File: config.mk
export PLATFORM = sky130hd
export DESIGN_NAME = parking_occupancy
export DESIGN_NICKNAME = d
export VERILOG_FILES = /design/src/rtl/parking_occupancy.sv
export SDC_FILE = /design/constraint.sdc
export NUM_CORES = 1
export LEC_CHECK = 0
export CELL_PAD_IN_SITES_DETAIL_PLACEMENT = 1
export CELL_PAD_IN_SITES_GLOBAL_PLACEMENT = 1
export CORE_UTILIZATION = 25
export CTS_BUF_LIST = sky130_fd_sc_hd__clkbuf_4 sky130_fd_sc_hd__clkbuf_8 sky130_fd_sc_hd__clkbuf_16
export CTS_CLUSTER_DIAMETER = 100
export DETAILED_ROUTE_END_ITERATION = 16
export HOLD_SLACK_MARGIN = 0.02
export PLACE_DENSITY_LB_ADDON = 0.12
export SYNTH_ARGS = -nofsm -noshare
export SYNTH_HDL_FRONTEND = slang
export SYNTH_SLANG_ARGS = --single-unit
File: constraint.sdc
create_clock -name clk -period 7.4 [get_ports clk]
set_input_delay 1.48 -clock clk [delete_from_list [all_inputs] [get_ports clk]]
set_output_delay 1.48 -clock clk [all_outputs]
set_load 0.02 [all_outputs]
File: src/rtl/parking_occupancy.sv
// rtl/parking_occupancy.sv - lot occupancy counter with BCD mirror and sticky error flags
// Counts edge-detected carIn/carOut events, saturating at 0 and CAPACITY.
module parking_occupancy #(
  parameter int CAPACITY = 20,
  parameter int WIDTH    = 7
) (
  input  logic             clk,
  input  logic             reset,
  input  logic             carIn,
  input  logic             carOut,
  input  logic             clr_err,
  output logic [WIDTH-1:0] count,
  output logic [WIDTH-1:0] free_spaces,
  output logic             full,
  output logic             empty,
  output logic [3:0]       bcd_tens,
  output logic [3:0]       bcd_ones,
  output logic             overflow_err,
  output logic             underflow_err
);

  localparam logic [WIDTH-1:0] CAP = WIDTH'(CAPACITY);
  localparam logic [WIDTH-1:0] ONE = WIDTH'(1);

  logic             in_q, in_d;
  logic             out_q, out_d;
  logic [WIDTH-1:0] count_q, count_d;
  logic [3:0]       tens_q, tens_d;
  logic [3:0]       ones_q, ones_d;
  logic             ovf_q, ovf_d;
  logic             unf_q, unf_d;

  logic ev_in, ev_out;
  logic at_full, at_empty;

  assign ev_in    = carIn & ~in_q;
  assign ev_out   = carOut & ~out_q;
  assign at_full  = (count_q == CAP);
  assign at_empty = (count_q == '0);

  always_comb begin
    in_d    = carIn;
    out_d   = carOut;
    count_d = count_q;
    tens_d  = tens_q;
    ones_d  = ones_q;
    // Clear first so that a same-edge error still leaves the flag set.
    ovf_d   = ovf_q & ~clr_err;
    unf_d   = unf_q & ~clr_err;

    if (ev_in && !ev_out) begin
      if (!at_full) begin
        count_d = count_q + ONE;
        if (ones_q == 4'd9) begin
          ones_d = 4'd0;
          tens_d = tens_q + 4'd1;
        end else begin
          ones_d = ones_q + 4'd1;
        end
      end else begin
        ovf_d = 1'b1;
      end
    end else if (ev_out && !ev_in) begin
      if (!at_empty) begin
        count_d = count_q - ONE;
        if (ones_q == 4'd0) begin
          ones_d = 4'd9;
          tens_d = tens_q - 4'd1;
        end else begin
          ones_d = ones_q - 4'd1;
        end
      end else begin
        unf_d = 1'b1;
      end
    end
  end

  always_ff @(posedge clk or negedge reset) begin
    if (!reset) begin
      in_q    <= 1'b0;
      out_q   <= 1'b0;
      count_q <= '0;
      tens_q  <= 4'd0;
      ones_q  <= 4'd0;
      ovf_q   <= 1'b0;
      unf_q   <= 1'b0;
    end else begin
      in_q    <= in_d;
      out_q   <= out_d;
      count_q <= count_d;
      tens_q  <= tens_d;
      ones_q  <= ones_d;
      ovf_q   <= ovf_d;
      unf_q   <= unf_d;
    end
  end

  assign count         = count_q;
  assign free_spaces   = CAP - count_q;
  assign full          = at_full;
  assign empty         = at_empty;
  assign bcd_tens      = tens_q;
  assign bcd_ones      = ones_q;
  assign overflow_err  = ovf_q;
  assign underflow_err = unf_q;

endmodule

==> results.toml <==
[worst_setup_path]
worst-setup-path-type = "in2reg"
slowest_delay_ns = 0.62
critical_path_arrival_ns = 4.71
cp_max_fo = 17
crit_chain = "clkdlybuf4s50_1, nand2b_1, inv_1, ha_1, clkinv_1, fa_1, a211oi_1, o21bai_1, a21oi_1, mux2i_1, xor2_1"
setup.worst_path.end_class = "flip-flop"
critPathLaunchType = "input pin"
critPathSlowestCell = "fa_1"
crit_required_ns = 7.59

[detailed_routing]
drt_iter0_drc = 7
drcViolationCount = 0
drt-total-wl_um = 3240
ant_nets = 0
dr.pass1.iters = 3
via_per_inst = 4.72
avgRoutedWirePerCell_um = 13.6
num_vias = 1128

[grt]
grt_pass1_vias = 1158
antenna_found_initial = 0
overflow = 0
grt_max_degree = 20
grt.total_usage_pct = 12.3
grt_pass1_wl_um = 5740

[cells_and_area]
layout_commonest_cell = "clkdlybuf4s50_1"
most-common-layout-cells = "clkdlybuf4s50_1, dfrtp_1, ha_1"
diodes = 0
finalNetCount = 188
fin_cells = 239
drive_gt1_share_pct = 8.88
area_delta_synth_final_pct = 28.2

[logic_synthesis]
synth.avg_cell_area_um2 = 9.71
ys.flop_type = "dfrtp_1"
yosysWarningCount = 0
syn-instance-count = 143
synth_edf_count = 0
synth_cell_types = 44
async_reset_ff_share_pct = 100
syn_area_um2 = 1390
syn_nets = 161
ys_seq_area_share_pct = 34.2
ys_ff_latch = 19

[sta]
maxSlewHeadroom_pct = 38.4
max_freq_mhz = 221
setup_viol = 0
fin_crit_sh_pct = 61.1
rsz0062_at_grt = "no"
skew_ns = 0.00268
fin_setup_tns_ns = 0
final_max_slew_viol_count = 0
tightest_slew_ns = 0.921
fin_crit_ns = 4.52
hold_violations = 0

[placement]
gp_congestion = 0.721
dp_hpwl_um = 2410
io_buffers = 30
dp.cells = 235

[power_and_ir_drop]
p_leak_nw = 0.732
vdd_drop_max_v = 0.000171
power_density_nw_per_um2 = 476

[clock_tree]
cts_hold_buffers = 0
clk_path_buf_depth = 2
cts_tree = "yes"
cts_max_level = 1
cts_sinks = 19
cts_buffers = 3
postCtsSetupRepairBufs = 0
path_clk_slew_ns = 0.07
clockRootBuffer = "clkbuf_8"
worstSkewPairLatency_ns = 0.26
cts_resized = 0

[run]
drv_cap = 0

[run_status]
status = "finished clean"

[floorplanning]
start_util_pct = 26.5
fp-row-count = 26
fp.dieArea_um2 = 5860
boundaryPins = 31
core_area_um2 = 5240
die_w_um = 76.5
die_h_um = 76.5

[worst_hold_path]
min_path_type = "reg2reg"
-- final cells by class --
type / instances / area (um2)
Inverter: 10 / 37.5
Sequential cell: 19 / 475
Fill cell: 618 / 3460
Timing Repair Buffer: 30 / 300
Multi-Input combinational cell: 106 / 831
Clock buffer: 4 / 48.8
Tap cell: 70 / 87.6
-- worst max-delay path, delay by kind of cell --
family	cells	cell delay [ns]
muxes	1	0.23
buffers and inverters	3	1.14
AOI/OAI and AO/OA	3	0.58
adders and majority gates	2	1.03
and+or+nand+nor	1	0.09
xor gates and xnor gates	1	0.15
-- kinds of logic (layout without fill, tap and decap cells) --
logic type | after synthesis | in the layout | share of synthesized area (%)
and+or+nand+nor | 36 | 36 | 15.0
buffers and inverters | 18 | 44 | 5.95
DFF | 19 | 19 | 34.2
adders and majority gates | 13 | 13 | 12.8
xor gates and xnor gates | 17 | 17 | 10.7
AOI/OAI and AO/OA | 37 | 37 | 18.7
muxes | 3 | 3 | 2.61
-- flip-flops by register name, summed over array words and instances (netlist names) --
signal,flops
bcd_ones,4
bcd_tens,4
count,7
in_q,1
out_q,1
overflow_err,1
underflow_err,1
-- layer usage --
metal | global-route usage (%) | share of wire [%] | vias to the layer above | wire, um
li1 | - | - | 550 | -
met1 | 16.6 | 48 | 549 | 1560
met2 | 19.6 | 47 | 24 | 1530
met3 | 2.51 | 3.1 | 5 | 100
met4 | 4.04 | 1.3 | 0 | 41
met5 | 0 | 0 | - | 0
-- final timing paths --
check / startpoint / to / slack, ns / cells past startpoint
min: bcd_tens[3] / bcd_tens[3] / 0.47 / 1
min in group asynchronous: reset / count[0] / 1.74 / 1
max reg2reg: in_q / count[6] / 4.16 / 10
max: carIn / count[6] / 2.88 / 11
max in group asynchronous: reset / bcd_tens[0] / 5.10 / 1
min reg2reg: bcd_tens[3] / bcd_tens[3] / 0.47 / 1
-- synthesized netlist by cell type, types with 3 or more instances --
cell type	instances	area (um2)
a21oi_1	9	45.0
ha_1	11	138
nor3_1	3	15.0
o21ai_0	10	50.1
nor2_1	6	22.5
a21o_1	3	22.5
nand3_1	3	15.0
nand2_1	9	33.8
dfrtp_1	19	475
xor2_1	8	70.1
inv_1	8	30.0
nand2b_1	3	18.8
clkbuf_1	5	18.8
xnor2_1	9	78.8
-- where the power goes --
group	total, mW	internal (mW)	leakage (nW)	switching, mW
combinational	0.535	0.273	0.478	0.262
sequential	0.235	0.145	0.228	0.0899
clock	0.0780	0.0420	0.0262	0.0360
-- through the flow --
stage          power [mW]  setup WS [ns]  cell area [um2]  utilization [%]  hold slack (ns)
4_1_cts             0.862           2.88             1780             34.0            0.477
3_3_place_gp        0.771           2.69             1730             33.1            0.461
3_5_place_dp        0.779           2.60             1730             33.1            0.463
5_1_grt             0.921           2.52             1780             34.0            0.509
2_1_floorplan       0.572           3.71             1390                -            0.581
6_report            0.848           2.88             1780             34.0            0.473
No activity file was read; power rests on OpenSTA's default activity.
